[src/rtl/rand_gen_pkg.sv]
// Shared types and helpers for the bounded pseudo-random draw block:
// FSM state encoding, Galois tap table and the power-of-two cover mask.
package rand_gen_pkg;

    typedef enum logic {
        IDLE = 1'b0,
        DRAW = 1'b1
    } state_t;

    // Right-shift Galois masks giving period 2^width-1.
    function automatic logic [15:0] lfsr_taps(input int width);
        case (width)
            4:       return 16'h000C;
            5:       return 16'h0014;
            6:       return 16'h0030;
            7:       return 16'h0060;
            8:       return 16'h00B8;
            9:       return 16'h0110;
            10:      return 16'h0240;
            11:      return 16'h0500;
            12:      return 16'h0829;
            13:      return 16'h100D;
            14:      return 16'h2015;
            15:      return 16'h6000;
            default: return 16'hD008;
        endcase
    endfunction

    // Smallest 2^k-1 that is >= limit.
    function automatic logic [15:0] cover_mask(input logic [15:0] limit);
        logic [15:0] m;
        m = '0;
        for (int i = 0; i < 16; i++) begin
            if (m < limit) m = {m[14:0], 1'b1};
        end
        return m;
    endfunction

endpackage

[src/rtl/rand_gen_lfsr_core.sv]
// Free-running Galois LFSR with seed load; a zero load value is swapped
// for SEED so the register can never lock up at zero.
module lfsr_core
    import rand_gen_pkg::*;
#(
    parameter int               WIDTH = 8,
    parameter logic [WIDTH-1:0] SEED  = 8'hA5
) (
    input  logic             clk,
    input  logic             rst,
    input  logic             i_load,
    input  logic [WIDTH-1:0] i_load_val,
    output logic [WIDTH-1:0] o_state
);

    localparam logic [15:0]      TAPS_FULL = lfsr_taps(WIDTH);
    localparam logic [WIDTH-1:0] TAPS      = TAPS_FULL[WIDTH-1:0];

    logic [WIDTH-1:0] r_lfsr;
    logic [WIDTH-1:0] w_advance;
    logic [WIDTH-1:0] w_load_val;

    assign w_advance  = r_lfsr[0] ? ((r_lfsr >> 1) ^ TAPS) : (r_lfsr >> 1);
    assign w_load_val = (i_load_val == '0) ? SEED : i_load_val;

    // A load takes precedence over the advance in the same cycle.
    always_ff @(posedge clk) begin
        if (rst)         r_lfsr <= SEED;
        else if (i_load) r_lfsr <= w_load_val;
        else             r_lfsr <= w_advance;
    end

    assign o_state = r_lfsr;

endmodule

[src/rtl/rand_gen.sv]
// Bounded uniform draw over [0, limit] by rejection sampling with a fallback
// after MAX_TRIES tries. Define RAND_GEN_NO_REPEAT_EN to also reject repeats.
module rand_gen
    import rand_gen_pkg::*;
#(
    parameter int               WIDTH     = 8,
    parameter logic [WIDTH-1:0] SEED      = 8'hA5,
    parameter int               MAX_TRIES = 8
) (
    input  logic             clk,
    input  logic             rst,
    input  logic             i_seed_load,
    input  logic [WIDTH-1:0] i_seed,
    input  logic             i_req,
    input  logic [WIDTH-1:0] i_limit,
    output logic             o_busy,
    output logic             o_valid,
    output logic [WIDTH-1:0] o_rand_out,
    output state_t           o_dbg_state,
    output logic [WIDTH-1:0] o_dbg_lfsr
);

    localparam logic [3:0] LAST_TRY = 4'(MAX_TRIES - 1);

    state_t           r_state;
    state_t           w_state_next;
    logic [3:0]       r_tries;
    logic [WIDTH-1:0] r_lim_q;
    logic [WIDTH-1:0] r_mask;
    logic [WIDTH-1:0] r_rand_out;
    logic             r_valid;
    logic [WIDTH-1:0] w_lfsr;
    logic [WIDTH-1:0] w_cand;
    logic             w_accept;
    logic             w_fallback;

    lfsr_core #(
        .WIDTH (WIDTH),
        .SEED  (SEED)
    ) u_lfsr (
        .clk        (clk),
        .rst        (rst),
        .i_load     (i_seed_load),
        .i_load_val (i_seed),
        .o_state    (w_lfsr)
    );

    assign w_cand = w_lfsr & r_mask;

`ifdef RAND_GEN_NO_REPEAT_EN
    // With a zero bound the only legal value is 0, so repeats must be allowed.
    assign w_accept = (w_cand <= r_lim_q) && ((w_cand != r_rand_out) || (r_lim_q == '0));
`else
    assign w_accept = (w_cand <= r_lim_q);
`endif

    assign w_fallback = !w_accept && (r_tries == LAST_TRY);

    always_ff @(posedge clk) begin
        if (rst) r_state <= IDLE;
        else     r_state <= w_state_next;
    end

    always_comb begin
        w_state_next = r_state;
        case (r_state)
            IDLE:    if (i_req) w_state_next = DRAW;
            DRAW:    if (w_accept || w_fallback) w_state_next = IDLE;
            default: w_state_next = IDLE;
        endcase
    end

    always_comb begin
        o_busy = (r_state == DRAW);
    end

    // cand>>1 on fallback stays inside the bound because mask < 2*lim_q.
    always_ff @(posedge clk) begin
        if (rst) begin
            r_tries    <= '0;
            r_lim_q    <= '0;
            r_mask     <= '0;
            r_rand_out <= '0;
            r_valid    <= 1'b0;
        end else begin
            r_valid <= 1'b0;
            case (r_state)
                IDLE: begin
                    if (i_req) begin
                        r_lim_q <= i_limit;
                        r_mask  <= WIDTH'(cover_mask(16'(i_limit)));
                        r_tries <= '0;
                    end
                end
                DRAW: begin
                    if (w_accept) begin
                        r_rand_out <= w_cand;
                        r_valid    <= 1'b1;
                    end else if (w_fallback) begin
                        r_rand_out <= w_cand >> 1;
                        r_valid    <= 1'b1;
                    end else begin
                        r_tries <= r_tries + 4'd1;
                    end
                end
                default: r_valid <= 1'b0;
            endcase
        end
    end

    assign o_valid     = r_valid;
    assign o_rand_out  = r_rand_out;
    assign o_dbg_state = r_state;
    assign o_dbg_lfsr  = w_lfsr;

endmodule
[config.mk]
export PLATFORM = sky130hd
export DESIGN_NAME = rand_gen
export DESIGN_NICKNAME = d
export VERILOG_FILES = /design/src/rtl/rand_gen_pkg.sv /design/src/rtl/rand_gen_lfsr_core.sv /design/src/rtl/rand_gen.sv
export SDC_FILE = /design/constraint.sdc
export NUM_CORES = 1
export LEC_CHECK = 0
export ABC_CLOCK_PERIOD_IN_PS = 39300
export CAP_MARGIN = 20
export CORE_ASPECT_RATIO = 0.75
export CORE_UTILIZATION = 60
export CTS_CLUSTER_SIZE = 12
export DETAILED_ROUTE_END_ITERATION = 10
export PLACE_DENSITY_LB_ADDON = 0.12
export SLEW_MARGIN = 10
export SYNTH_ARGS = -nofsm -noshare
export SYNTH_HDL_FRONTEND = slang
export SYNTH_SLANG_ARGS = --single-unit
[constraint.sdc]
create_clock -name clk -period 39.3 [get_ports clk]
set_input_delay 5.895 -clock clk [delete_from_list [all_inputs] [get_ports clk]]
set_output_delay 5.895 -clock clk [all_outputs]
set_load 0.005 [all_outputs]
## Word-level counts from Yosys, hierarchy flattened

Cells that the tools add are included.

| storage, ports and cells | value |
|---|---|
| register bits | 38 |
| input bits | 20 |
| output and inout bits | 19 |
| word-level logic and storage cells | 116 |

| operators by class | value |
|---|---|
| add/subtract/negate cells | 1 |
| $lt $le $gt $ge | 17 |
| eq/ne operators | 4 |
| muxes and demuxes | 75 |
| bitwise gates (word level) | 3 |
| reductions and logical operators | 9 |

Operators by type and width:

| kind | count |
|---|---|
| 2-to-1 mux 16 bit | 59 |
| < comparator 16 x 8 -> 1 bit | 15 |
| 2-to-1 mux 8 bit | 6 |
| 2-to-1 mux 4 bit | 3 |
| AND 8 bit | 1 |
| less-or-equal comparator 8 bit | 1 |
| zero test 8 bit | 1 |
| < comparator 1 x 8 -> 1 bit (first input constant) | 1 |
| one-hot mux 4 bit (2 select lines) | 1 |
| != test 2 bit (second input constant) | 3 |
| 2-to-1 mux 1 bit | 5 |
| adder 4 x 1 -> 4 bit (second input constant) | 1 |
| == test 4 x 3 -> 1 bit (second input constant) | 1 |
| inverter 3 -> 4 bit | 1 |
| AND reduction 2 bit | 2 |
| AND reduction 3 bit | 1 |
| one-hot mux 1 bit (2 select lines) | 1 |
| nonzero test 2 bit | 1 |
| OR reduction 2 bit | 1 |
| logical AND 1 bit | 1 |
| zero test 1 bit | 1 |
| logical OR 1 bit | 1 |
| inverter 1 bit | 1 |

## Longest topological paths before layout

| logic depth | value |
|---|---|
| depth in word-level cells | 77 |
| mapped depth | 135 |
| depth with buffers taken out | 124 |

## By module

A second synthesis with hierarchy kept.

| second synthesis, totals | value |
|---|---|
| cell total of the unflattened synthesis | 784 |
| area, all modules | 5801.8 um^2 |

By module, submodules not included:

| module | times used | cells an instance | area each (um^2) | sequential area each (um^2) |
|---|---|---|---|---|
| rand_gen | 1 | 748 | 5449.0 | 600.6 |
| lfsr_core | 1 | 36 | 352.8 | 160.2 |

## Worst setup path before layout

Ideal clock, no wire load.

| path | value |
|---|---|
| path kind | input-to-reg |
| start point | in i_limit[7] |
| end point | reg r_mask[5] |
| setup time | 0.128 ns |
| arrival | 29.617 ns |
| required time | 39.172 ns |
| path slack | 9.555 ns |
| stages | 127 |
| path buffers | 11 |
| path through | nor3_2 > and2_1 > buf_6 > inv_1 > ha_1 > nor3b_1 > or2b_1 > ha_1 > o22ai_1 > nor2_1 > o21ai_1 > ha_1 > o21ai_0 > a211o_1 > buf_6 > mux2_4 > ha_1 > or3_4 > [91 not listed] > o21ai_0 > nand2b_1 > a21oi_1 > nand4_2 > mux2i_1 > ha_1 > o21a_1 > o21ai_0 > nand2b_1 > a21oi_1 > nor2b_1 > o21ai_0 > nand2b_1 > a21oi_1 > nand4_1 > a21oi_4 > mux2i_1 > o21ai_1 |

| between the ends | value |
|---|---|
| cells in the longest elaborated chain, start to end | 77 |

RTL lines:

| what | line | source |
|---|---|---|
| from (decl) | rand_gen.sv:15 | `input logic [WIDTH-1:0] i_limit,` |
| < comparator 1 x 8 -> 1 bit | rand_gen_pkg.sv:34 | `if (m < limit) m = {m[14:0], 1'b1};` |
| 2-to-1 mux 1 bit | rand_gen_pkg.sv:34 |  |
| 2-to-1 mux 16 bit | rand_gen.sv:89 | `if (i_req) begin` |
| 2-to-1 mux 16 bit | rand_gen.sv:87 | `case (r_state)` |
| 2-to-1 mux 16 bit | rand_gen.sv:79 | `if (rst) begin` |
| < comparator 16 x 8 -> 1 bit | rand_gen_pkg.sv:34 |  |
| 2-to-1 mux 16 bit | rand_gen_pkg.sv:34 |  |
| 2-to-1 mux 16 bit | rand_gen.sv:89 |  |
| [61 not listed] | - |  |
| 2-to-1 mux 16 bit | rand_gen.sv:79 |  |
| < comparator 16 x 8 -> 1 bit | rand_gen_pkg.sv:34 |  |
| 2-to-1 mux 16 bit | rand_gen_pkg.sv:34 |  |
| 2-to-1 mux 16 bit | rand_gen.sv:89 |  |
| 2-to-1 mux 16 bit | rand_gen.sv:87 |  |
| 2-to-1 mux 16 bit | rand_gen.sv:79 |  |
| < comparator 16 x 8 -> 1 bit | rand_gen_pkg.sv:34 |  |
| 2-to-1 mux 8 bit * | rand_gen_pkg.sv:34 |  |
| to (signal assigned) | rand_gen.sv:91 | `r_mask <= WIDTH'(cover_mask(16'(i_limit)));` |
| to (decl) | rand_gen.sv:29 | `logic [WIDTH-1:0] r_mask;` |

Mark *: on every way between the ends. The rest lies on a longest branch, timed or not. The select of a mux whose other input is x is not followed.
A chain may end at the register's enable or synchronous reset.

## Worst setup path after layout

| path | value |
|---|---|
| start point | in i_limit[7] |
| end point | reg r_mask[6] |

The elaborated chain is that of the path after synthesis.

==> results.toml <==
[critical_path]
cp_slowest_stage_delay_ns = 0.73
required_ns = 39.45
cp_data_arrival_time_ns = 34.77
cpMostUsedCell = "a21oi_1"
cp_top_family = "compound AO/OA/AOI/OAI gates"
worstSetupPathType = "in -> reg"
cp-start-kind = "input pin"
r2r_slack_ns = 35.82
path_buf_inv = 10
worst_path_max_delay_cell = "o221ai_2"
worstPathMaxFanout = 28
critPathCaptureType = "register"

[power_and_ir_drop]
p_comb_frac = 0.762
seq_power_share = 0.136
p_sw_uw = 189
vdd_drop_max_v = 0.0000552
p_int_uw = 181
p_leak_nw = 2.39
power.density_mw_per_mm2 = 62.4
power.share.clock = 0.102
p_sw_frac = 0.511

[synthesis]
synth.most_common_cell = "ha_1"
synth_cells = 688
yosys-top-cells-area = "ha_1, dfxtp_1, mux2i_1, a21oi_1, nor2_1"
synthTopCellsByCount = "ha_1, nor2_1, inv_1, a21oi_1, mux2i_1"
ys_types = 81
ys_seq_elements = 38
syn_area_per_cell_um2 = 7.78
synthArstFlopShare = 0
ys_warn_count = 0
synthesis.nets = 794
syn_area_mm2 = 0.00535
synth_edf_count = 0
seq_area_frac_synth = 0.142
yosysTopAreaCell = "ha_1"
synth_top_area_frac = 0.201
synth_ff_type = "dfxtp_1"

[final_layout]
regArea_um2 = 761
nets = 816
finalInstanceArea_mm2 = 0.00592
drive_gt1_frac = 0.0732
area_delta_synth_final_pct = 10.6
multi_input_area_mm2 = 0.00425
diodes = 0
nFillCells = 706

[sta]
post-route-period-util = 0.881
fin_worst_skew_ns = 0.00329
final_max_slew_viol_count = 0
slew_headroom = 0.344
final_hold_viol_count = 0
period_minus_slack_ns = 34.63
worstMarginPinSlew_ns = 0.978
rsz0062_at_grt = "false"
setup_violations = 0
max_freq_mhz = 28.9
tns_ns = 0

[min_path]
hold_path.class = "reg -> reg"

[clock_network]
holdBufCountCts = 0
numCtsBuffers = 5
cts_resized = 0
cts_setup_buffers = 0
cts_max_path_buffers = 2
cts_tree = "built"
cts_sinks = 38
clk_pin_slew_ns = 0.05
root_buffer = "clkbuf_16"
clk_latency_ns = 0.28
htreeDepth = 2

[floorplan]
coreArea_mm2 = 0.00856
ios = 39
rows = 29
die_x_um = 111
start_util = 0.625
die_area_mm2 = 0.00930
die_height_um = 83.8

[placement]
port_buffers = 38
hpwl_um = 11900
dpl_cell_area_mm2 = 0.00578
gp_congestion = 0.916

[global_route]
track_usage = 0.331
grt_max_degree = 29
gr-total-overflow = 0
grt_pass1_wl_um = 24800
antenna_found_initial = 0
grt_pass1_vias = 4881

[detailed_routing]
finalWirelength_um = 15200
drt_pass1_iterations = 9
drc = 2
viasPerCell = 6.51
drtAntennaViolNets = 0
dr.first_iter.drc_count = 550
wire_per_inst_um = 18.6
vias = 5323

[status]
outcome = "finished, violations left"
violations = "DRC"

[run]
cap_violations = 0
## layer usage
metal | vias to the layer above | GRT usage | part of all wire | routed length, um
li1 | 2592 | - | - | -
met1 | 2482 | 0.503 | 0.48 | 7340
met2 | 222 | 0.475 | 0.42 | 6390
met3 | 27 | 0.0639 | 0.081 | 1220
met4 | 0 | 0.0762 | 0.015 | 223
met5 | - | 0 | 0 | 0
## through the flow
stage          power, mW  instances  hold WS [ns]  utilization  setup slack, ns
3_5_place_dp       0.326        810         0.448        0.675             4.75
6_report           0.369        818         0.454        0.691             4.67
3_3_place_gp       0.310        810         0.439        0.674             5.49
4_1_cts            0.365        817         0.456        0.690             4.92
2_1_floorplan      0.261        688         0.423            -             9.55
5_1_grt            0.403        818         0.483        0.691             2.32
## placed cells by master (no fill, tap or decap), types with 5 or more instances in the layout
| cell type | count |
|---|---|
| inv_1 | 55 |
| a21oi_1 | 52 |
| ha_1 | 86 |
| buf_4 | 6 |
| a211oi_1 | 17 |
| nand3_1 | 18 |
| o21ai_0 | 34 |
| mux2i_1 | 48 |
| nor3_1 | 9 |
| a31oi_1 | 9 |
| o211ai_1 | 8 |
| nor4_1 | 5 |
| nand4_1 | 8 |
| o22ai_1 | 14 |
| o21a_1 | 14 |
| o21ai_1 | 15 |
| clkbuf_16 | 5 |
| nand2b_1 | 19 |
| dfxtp_1 | 38 |
| nor2_1 | 63 |
| clkdlybuf4s50_1 | 38 |
| nand2_1 | 47 |
| nor2b_1 | 9 |
## sequential cells by signal (all words and copies together) (netlist names)
name	flops
o_busy	1
r_mask	8
u_lfsr.o_state	8
o_valid	1
r_lim_q	8
r_tries	4
o_rand_out	8
## logic make-up after synthesis
kind of cell             share of synthesized area
multiplexers                                 0.108
XOR/XNOR                                   0.00818
AND/OR/NAND/NOR                              0.188
flip-flops                                   0.142
adder cells (fa/ha/maj)                      0.201
buffers and inverters                       0.0655
AO/OA/AOI/OAI                                0.287
## path summary, 6_finish.rpt
| check | end | cells after the start | startpoint |
|---|---|---|---|
| worst max-delay path | r_mask[6]$_SDFFE_PP0P_ | 121 | i_limit[7] |
| worst min-delay path | r_mask[7]$_SDFFE_PP0P_ | 2 | r_mask[7]$_SDFFE_PP0P_ |
| worst max register to register | o_rand_out[0]$_SDFFE_PP0P_ | 14 | u_lfsr.o_state[1]$_SDFF_PP0_ |
| worst min register to register | r_mask[7]$_SDFFE_PP0P_ | 2 | r_mask[7]$_SDFFE_PP0P_ |
## worst min-delay path: cells and delay by family (launching register included)
family,cells,cell delay [ns]
compound gates,1,0.05
flops,1,0.31
simple gates,1,0.05
## power by group through the flow
stage               Sequential, mW  Combinational [mW]  Clock, mW
finish                      0.0503               0.281     0.0377
global route                0.0510               0.313     0.0394
CTS                         0.0502               0.277     0.0380
detailed placement          0.0509               0.275          0
global placement            0.0504               0.260          0
floorplan                   0.0501               0.210          0
## final cells by class
cell class / count / share of cell area
Sequential cell: 38 / 0.129
Clock buffer: 7 / 0.0224
Multi-Input combinational cell: 565 / 0.719
Timing Repair Buffer: 44 / 0.0719
Inverter: 56 / 0.0355
Tap cell: 108 / 0.0228
No activity file was read; power rests on OpenSTA's default activity.
